File: src/rtl/if_fetch_stage.sv
// ---------------------------------------------------------------------------
// if_fetch_stage
//
// Instruction-fetch stage of the 3-stage pipelined core. Owns the program
// counter, presents it to instruction memory, and registers the returned word
// and its PC into the IF/ID pipeline register consumed by decode.
//
// Ports
//   clk          in   1      system clock, rising edge
//   rst          in   1      asynchronous, active-high reset
//   stall        in   1      hold PC and IF/ID register this cycle
//   redirect     in   1      load PC from redirect_pc, squash IF/ID slot
//   redirect_pc  in   ISIZE  redirect target
//   imem_addr    out  ISIZE  instruction-memory address (= current PC)
//   imem_data    in   DSIZE  instruction word at imem_addr (combinational)
//   inst_out     out  DSIZE  IF/ID instruction (0 = bubble)
//   pc_out       out  ISIZE  IF/ID PC of inst_out
//   valid_out    out  1      IF/ID slot holds a real instruction
//   halted       out  1      fetch FSM is in HALTED
//   fetch_count  out  16     valid instructions captured, saturating
// ---------------------------------------------------------------------------
module if_fetch_stage #(
    parameter int              ISIZE    = 16,
    parameter int              DSIZE    = 16,
    parameter logic [ISIZE-1:0] RESET_PC = 16'h0000,
    parameter logic [3:0]      HALT_OP  = 4'hF
) (
    input  logic             clk,
    input  logic             rst,
    input  logic             stall,
    input  logic             redirect,
    input  logic [ISIZE-1:0] redirect_pc,
    output logic [ISIZE-1:0] imem_addr,
    input  logic [DSIZE-1:0] imem_data,
    output logic [DSIZE-1:0] inst_out,
    output logic [ISIZE-1:0] pc_out,
    output logic             valid_out,
    output logic             halted,
    output logic [15:0]      fetch_count
);

    localparam logic [0:0] RUN    = 1'b0;
    localparam logic [0:0] HALTED = 1'b1;

    logic [0:0]       state;
    logic [ISIZE-1:0] pc;
    logic             is_halt_op;

    // Opcode lives in the top nibble of the instruction word.
    assign is_halt_op = (imem_data[DSIZE-1 -: 4] == HALT_OP);

    // Memory always sees the live PC, even while stalled or halted.
    assign imem_addr = pc;

    // halted comes straight off the state flop, so it is a registered output.
    assign halted = (state == HALTED);

    // NOTE: every register here uses non-blocking assignment so all state
    // updates on an edge see the pre-edge values of each other (pc_out
    // captures the old pc while pc advances).
    always_ff @(posedge clk or posedge rst) begin
        if (rst) begin
            state       <= RUN;
            pc          <= RESET_PC;
            inst_out    <= '0;
            pc_out      <= '0;
            valid_out   <= 1'b0;
            fetch_count <= '0;
        end else if (redirect) begin
            // Redirect overrides stall and leaves HALTED; the squashed slot
            // becomes a bubble and the target is fetched on the next edge.
            state     <= RUN;
            pc        <= redirect_pc;
            inst_out  <= '0;
            pc_out    <= '0;
            valid_out <= 1'b0;
        end else if (stall) begin
            // Everything holds; no assignments needed.
        end else if (state == RUN) begin
            inst_out  <= imem_data;
            pc_out    <= pc;
            valid_out <= 1'b1;
            if (fetch_count != 16'hFFFF) begin
                fetch_count <= fetch_count + 16'd1;
            end
            if (is_halt_op) begin
                // PC stays on the HALT word so a debugger sees where fetch stopped.
                state <= HALTED;
            end else begin
                pc <= pc + ISIZE'(1);
            end
        end else begin
            // HALTED: keep feeding bubbles downstream.
            inst_out  <= '0;
            pc_out    <= '0;
            valid_out <= 1'b0;
        end
    end

endmodule

File: config.mk
export PLATFORM = sky130hd
export DESIGN_NAME = if_fetch_stage
export DESIGN_NICKNAME = d
export VERILOG_FILES = /design/src/rtl/if_fetch_stage.sv
export SDC_FILE = /design/constraint.sdc
export NUM_CORES = 1
export LEC_CHECK = 0
export ABC_AREA = 1
export BUFFER_PORTS_ARGS = -buffer_cell sky130_fd_sc_hd__clkbuf_2
export CAP_MARGIN = 30
export CORE_MARGIN = 10
export CORE_UTILIZATION = 43
export CTS_BUF_LIST = sky130_fd_sc_hd__clkbuf_4 sky130_fd_sc_hd__clkbuf_8 sky130_fd_sc_hd__clkbuf_16
export DETAILED_ROUTE_END_ITERATION = 8
export PLACE_DENSITY = 0.74
export REMOVE_ABC_BUFFERS = 1
export SYNTH_ARGS = -nofsm -noshare
export SYNTH_HDL_FRONTEND = slang
export SYNTH_SLANG_ARGS = --single-unit
export TNS_END_PERCENT = 50
File: constraint.sdc
create_clock -name clk -period 2 [get_ports clk]
set_clock_uncertainty 0.1 [all_clocks]
set_input_delay 0.2 -clock clk [delete_from_list [all_inputs] [get_ports clk]]
set_output_delay 0.2 -clock clk [all_outputs]
set_load 0.1 [all_outputs]
==> results of run 1 <==
[worst max-delay path, cell delays in order, from the launching register on]
cell                      delay [ps]
sky130_fd_sc_hd__dfrtp_1         460
sky130_fd_sc_hd__ha_1            270
sky130_fd_sc_hd__inv_1           100
sky130_fd_sc_hd__nor2_4          160
sky130_fd_sc_hd__nand3_4         110
sky130_fd_sc_hd__o21ai_4         360
sky130_fd_sc_hd__nand2_1         100
sky130_fd_sc_hd__nand2_1          80
[registers in the layout, indices dropped and copies added (netlist names)]
| signal | count |
|---|---|
| pc_out | 16 |
| inst_out | 16 |
| fetch_count | 16 |
| valid_out | 1 |
| halted | 1 |
| imem_addr | 16 |
[power by group through the flow]
stage          logic [mW]  clock network (mW)  registers, mW
2_1_floorplan       0.292                   0           2.44
3_3_place_gp         1.43                   0           1.60
3_5_place_dp         1.44                   0           1.61
4_1_cts              1.48                1.05           1.58
5_1_grt              1.55                1.10           1.61
6_report             1.47                1.02           1.59
[per-stage QoR]
stage	hold slack (ps)	TNS (ps)	utilization, %	instance area [µm²]
3_3_place_gp	147	0	51.8	4030
3_5_place_dp	157	0	51.8	4030
5_1_grt	9.57	0	56.9	4420
4_1_cts	3.53	0	56.9	4420
2_1_floorplan	191	-4450	-	3340
6_report	14.8	0	56.9	4420
[synth_stat cells, types with 5 or more instances]
library cell and n:
sky130_fd_sc_hd__a32o_1 17, sky130_fd_sc_hd__clkbuf_1 7, sky130_fd_sc_hd__dfrtp_1 66, sky130_fd_sc_hd__inv_1 36, sky130_fd_sc_hd__nand2_1 139, sky130_fd_sc_hd__nand3_1 46, sky130_fd_sc_hd__nand4_1 8, sky130_fd_sc_hd__nor2_1 26
sky130_fd_sc_hd__nor2_4 6, sky130_fd_sc_hd__o21ai_0 22, sky130_fd_sc_hd__o21ai_1 6, sky130_fd_sc_hd__xor2_1 5
[layer usage]
metal	share of wire (%)	global-route usage (%)	vias up
met5	0	0	-
met4	1.1	5.58	0
met3	7.4	4.62	10
met2	48	27.5	96
met1	43	20.9	1550
li1	-	-	1618
[cells by family after synthesis]
logic type	Yosys count	share of synthesized area, %
AOI/OAI and AO/OA	51	10.5
xor gates and xnor gates	9	2.29
adders and majority gates	2	0.727
buffers and inverters	56	7.45
DFF	66	48.0
and+or+nand+nor	234	31.0
[worst paths after layout]
kind                                       startpoint                     endpoint  slack (ps)
max                        fetch_count[0]$_DFFE_PP0P_  fetch_count[10]$_DFFE_PP0P_         180
min                                     imem_data[15]     inst_out[15]$_DFFE_PP0P_          10
max reg2reg                fetch_count[0]$_DFFE_PP0P_  fetch_count[10]$_DFFE_PP0P_         180
min reg2reg                     pc_out[8]$_DFFE_PP0P_        pc_out[8]$_DFFE_PP0P_         410
max in group asynchronous                         rst  fetch_count[10]$_DFFE_PP0P_         830
min in group asynchronous                         rst     inst_out[10]$_DFFE_PP0P_         350
[layout make-up]
| cell class | count | area share, % |
|---|---|---|
| Sequential cell | 66 | 37.4 |
| Multi-Input combinational cell | 296 | 34.7 |
| Timing Repair Buffer | 128 | 17.5 |
| Clock buffer | 13 | 3.62 |
| Inverter | 40 | 3.57 |
| Tap cell | 102 | 2.89 |
| Clock inverter | 3 | 0.340 |
==> Implementation_results.wiki, run 1 <==
{| class="wikitable"
! Metric !! Value
|-
| Average routed wire per standard cell || 15.3 µm
|-
| Internal cell power || 2.23 mW
|-
| Total die area || 0.0120 mm²
|-
| Required time at the endpoint of the critical path || 2170 ps
|-
| Seq/Total Area, Yosys || 48.0%
|-
| Worst VDD drop || 523 µV
|-
| Antenna violation net count after detailed routing || 0
|-
| Number of placed I/O pins || 102
|-
| Switching power share of the total || 45.4%
|-
| Mean instance size in the synthesized netlist || 8.23 µm²
|-
| Routed vias || 3274
|-
| Most common library cell in the layout ignoring fill and taps || sky130_fd_sc_hd__nand2_1
|-
| Initial core utilization || 44.3%
|-
| Number of buffers added by the clock tree synthesis step || 9
|-
| Fmax || 551 MHz
|-
| Top library cells by usage in the layout, fill and taps aside || sky130_fd_sc_hd__nand2_1 (139), sky130_fd_sc_hd__clkbuf_2 (101), sky130_fd_sc_hd__dfrtp_1 (66)
|-
| Number of cells on the worst reg-to-reg path || 7
|-
| Post-route setup slack || 184 ps
|-
| Max-capacitance violation count || 0
|-
| Netlist area before placement || 0.00344 mm²
|-
| Predominant post-synthesis flop cell || sky130_fd_sc_hd__dfrtp_1
|-
| Post-CTS Resized || 0
|-
| Data arrival at the endpoint of the critical path || 1990 ps
|-
| Cell Pwr Density || 923 mW/mm²
|-
| Width of the die || 109 µm
|-
| Max transition margin || 61.7%
|-
| Vias in the first global route || 3177
|-
| Category of the worst setup path capture point || register
|-
| Area delta synth->final || 28.5%
|-
| DRC viols || 0
|-
| Clock network fraction of total power || 25.1%
|-
| GP Congestion || 0.822
|-
| Max Slew Vio Count || 0
|-
| Latest clock arrival within the worst-skew pair || 330 ps
|-
| Critical Path Fanout Max || 15
|-
| Fraction of layout cells with a size suffix above 1 || 26.0%
|-
| Worst Setup Slack post-DPL || 218 ps
|-
| Total net switching power || 1.85 mW
|-
| Static Leak || 2.27 nW
|-
| First-pass iteration count of the detailed router || 4
|-
| Worst hold path stage count || 2
|-
| Initial DRC count || 146
|-
| Yosys synthesis warning count || 0
|-
| Total wirelength of the detailed-routed design || 9880 µm
|-
| All-layer global routing usage || 16.8%
|-
| Number of rows created at floorplan || 32
|-
| Worst Setup Start Kind || register
|-
| Fillers || 729
|-
| Number of antenna diodes || 0
|-
| Buffer type at the clock tree root || sky130_fd_sc_hd__clkbuf_8
|-
| Via-per-instance ratio || 5.05
|-
| Type of the worst min-delay path || input port to register
|-
| Sequential standard cell area || 0.00165 mm²
|-
| Actual slew at the worst max-slew pin || 577 ps
|-
| Grt ovf || 0
|-
| Setup repair bufs after CTS || 0
|-
| CTS Hold Buffers Added || 22
|-
| Largest net degree at the start of global routing || 45
|-
| Final Instance Count excl. Fillers || 648
|-
| Result of the run || finished clean
|-
| Cell variety after synth || 31
|-
| Flop pwr share || 38.9%
|-
| Crit Path Category || register to register
|-
| RSZ-0062 raised after global routing || no
|-
| Synth async-reset ratio || 100%
|-
| Vertical die dimension || 109 µm
|-
| Area fraction of the dominant cell type after synthesis || 48.0%
|-
| Final setup vio count || 0
|-
| Layout net count || 579
|-
| Minimum period implied by the final worst setup slack || 1820 ps
|-
| Logic gate share of total power || 36.0%
|-
| Combined area of the multi-input logic cells || 0.00153 mm²
|-
| Top post-synthesis cells by area || sky130_fd_sc_hd__dfrtp_1 (48%), sky130_fd_sc_hd__nand2_1 (15%), sky130_fd_sc_hd__nand3_1 (6.7%)
|-
| Tcrit/Tclk final || 90.8%
|-
| Core area || 0.00777 mm²
|-
| Clock tree from TritonCTS || done
|-
| Maximum level of the CTS H-tree || 3
|-
| Initial antenna violation count || 0
|-
| Global-route wire length before repair || 16000 µm
|-
| Largest buffer count on any clock path || 2
|-
| Overall power of the completed layout || 4.08 mW
|-
| Total instance count after detailed placement || 610
|-
| Final Hold Viols || 0
|-
| Library cell with the largest summed area after synthesis || sky130_fd_sc_hd__dfrtp_1
|-
| Sink Count || 66
|-
| Register bit total from synthesis || 66
|-
| Post-detailed-placement half-perimeter wirelength || 7130 µm
|-
| Quantity of I/O buffers inserted on ports || 101
|-
| Clock transition time at the flip-flop clock pins of the worst setup and hold paths || 70 ps
|-
| Post-synth EDFFs || 0
|-
| Synth Instances || 418
|}
No activity file was read; power rests on OpenSTA's default activity.
==> run 2, diff against run 1 <==
Settings changed: SETUP_SLACK_MARGIN set to 0.2.
==> run 2 against run 1 <==
First-iteration DRC count fell by 23%. Utilization rose by 0.27 points. Sequential power barely moved. Die area did not move. Sequential share of layout area fell by 0.15 points. Power rose by 0.17%. Worst setup slack improved by 130 ps. Critical path type unchanged. Via count rose by 0.31%.
==> Implementation_results.wiki, run 2 (same netlist as run 1, synthesis figures left out) <==
{| class="wikitable"
! Metric !! Value
|-
| Final Hold Viols || 0
|-
| First-pass iteration count of the detailed router || 4
|-
| Cell type group with the largest total delay on the critical path || simple AND/OR/NAND/NOR gates
|-
| Max transition margin || 61.7%
|-
| Reg-to-reg slack, setup || 320 ps
|-
| Latest clock arrival within the worst-skew pair || 330 ps
|-
| Fraction of layout cells with a size suffix above 1 || 26.3%
|-
| Static Leak || 2.28 nW
|-
| Logic gate share of total power || 36.1%
|-
| Number of rows created at floorplan || 32
|-
| Layout net count || 580
|-
| Count of buffer and inverter cells on the critical path || 1
|-
| Cell Pwr Density || 920 mW/mm²
|-
| GP Congestion || 0.822
|-
| Vias in the first global route || 3190
|-
| Flop pwr share || 38.8%
|-
| Core area || 0.00777 mm²
|-
| Average routed wire per standard cell || 15.2 µm
|-
| RSZ-0062 raised after global routing || no
|-
| Critical path cell sequence || ha_1 -> inv_1 -> nor2_4 -> nand3_4 -> nor2_2 -> nor2_4 -> nand2_1 -> nand2_1
|-
| Total wirelength of the detailed-routed design || 9840 µm
|-
| Reg2Reg Launch Point || fetch_count[0]$_DFFE_PP0P_
|-
| Global-route wire length before repair || 16100 µm
|-
| Worst VDD drop || 522 µV
|-
| Critical path depth || 8
|-
| Top library cells by usage in the layout, fill and taps aside || sky130_fd_sc_hd__nand2_1 (139), sky130_fd_sc_hd__clkbuf_2 (101), sky130_fd_sc_hd__dfrtp_1 (65)
|-
| Final core area utilization || 57.2%
|-
| Max Slew Vio Count || 0
|-
| Fmax || 594 MHz
|-
| Result of the run || finished clean
|-
| Actual slew at the worst max-slew pin || 578 ps
|-
| Maximum level of the CTS H-tree || 3
|-
| Clock network fraction of total power || 25.1%
|-
| Required time at the endpoint of the critical path || 2170 ps
|-
| Worst Setup Slack post-DPL || 218 ps
|-
| Crit Path Category || register to register
|-
| Final setup vio count || 0
|-
| Area delta synth->final || 29.1%
|-
| Max-capacitance violation count || 0
|-
| Largest buffer count on any clock path || 2
|-
| Max stage delay cell, worst path || sky130_fd_sc_hd__dfrtp_2
|-
| CP max stage delay || 450 ps
|-
| Worst Setup Start Kind || register
|-
| Total die area || 0.0120 mm²
|-
| Post-route setup slack || 317 ps
|-
| Most common library cell in the layout ignoring fill and taps || sky130_fd_sc_hd__nand2_1
|-
| Grt ovf || 0
|-
| Post-detailed-placement half-perimeter wirelength || 7130 µm
|-
| Switching power share of the total || 45.3%
|-
| Initial antenna violation count || 0
|-
| Vertical die dimension || 109 µm
|-
| Type of the worst min-delay path || input port to register
|-
| Number of buffers added by the clock tree synthesis step || 9
|-
| Initial DRC count || 113
|-
| Buffer type at the clock tree root || sky130_fd_sc_hd__clkbuf_8
|-
| Internal cell power || 2.23 mW
|-
| Critical Path Start || fetch_count[0]$_DFFE_PP0P_
|-
| Tcrit/Tclk final || 84.1%
|-
| All-layer global routing usage || 16.8%
|-
| Quantity of I/O buffers inserted on ports || 101
|-
| Number of placed I/O pins || 102
|-
| Routed vias || 3284
|-
| Clock tree from TritonCTS || done
|-
| Minimum period implied by the final worst setup slack || 1680 ps
|-
| Largest net degree at the start of global routing || 45
|-
| DRC viols || 0
|-
| Sink Count || 66
|-
| Via-per-instance ratio || 5.06
|-
| Category of the worst setup path capture point || register
|-
| Number of cells on the worst reg-to-reg path || 8
|-
| Total net switching power || 1.85 mW
|-
| Hold path startpoint || imem_data[15]
|-
| Initial core utilization || 44.3%
|-
| Antenna violation net count after detailed routing || 0
|-
| Worst hold path stage count || 2
|-
| Width of the die || 109 µm
|-
| Number of antenna diodes || 0
|-
| Critical Path Fanout Max || 15
|-
| Data arrival at the endpoint of the critical path || 1850 ps
|-
| Clock transition time at the flip-flop clock pins of the worst setup and hold paths || 80 ps
|}
==> run 2: final cells by class <==
cell class / instances / area (µm²)
Clock inverter: 3 / 15.0
Multi-Input combinational cell: 296 / 1530
Tap cell: 102 / 128
Fill cell: 727 / 3330
Inverter: 40 / 158
Sequential cell: 66 / 1650
Clock buffer: 13 / 160
Timing Repair Buffer: 129 / 796
==> run 2: through the flow <==
| step | TNS, ps | area (µm²) | hold WS, ps | instances | power (mW) |
|---|---|---|---|---|---|
| finish | 0 | 4440 | 14.2 | 649 | 4.09 |
| global route | 0 | 4440 | 9.57 | 649 | 4.26 |
| CTS | 0 | 4440 | 3.53 | 649 | 4.12 |
| detailed placement | 0 | 4030 | 157 | 610 | 3.05 |
| global placement | 0 | 4030 | 147 | 610 | 3.03 |
| floorplan | -4450 | 3340 | 191 | 402 | 2.74 |
==> run 2: final timing paths <==
check / end
max in group asynchronous: fetch_count[0]$_DFFE_PP0P_
setup reg to reg: fetch_count[10]$_DFFE_PP0P_
hold reg to reg: pc_out[8]$_DFFE_PP0P_
setup / recovery: fetch_count[10]$_DFFE_PP0P_
min in group asynchronous: inst_out[10]$_DFFE_PP0P_
hold / removal: inst_out[15]$_DFFE_PP0P_
==> run 2: timing repair <==
item	CTS	global route
pin swaps	1	0
hold buffers	22	0
setup endpoints to repair	2	15
hold endpoints to repair	43	0
resized for setup	0	1
setup buffers	1	0
==> run 2: power groups by stage <==
stage	clock, mW	sequential [mW]	combinational, mW
after floorplan	0	2.44	0.292
after global placement	0	1.60	1.43
after detailed placement	0	1.61	1.44
after CTS	1.05	1.58	1.49
after global routing	1.10	1.61	1.55
final	1.03	1.59	1.47
==> run 2: per-layer routing <==
| metal | track usage, % | part of all wire (%) |
|---|---|---|
| met5 | 0 | 0 |
| met4 | 5.58 | 1.1 |
| met3 | 4.62 | 7.1 |
| met2 | 27.7 | 49 |
| met1 | 20.8 | 43 |
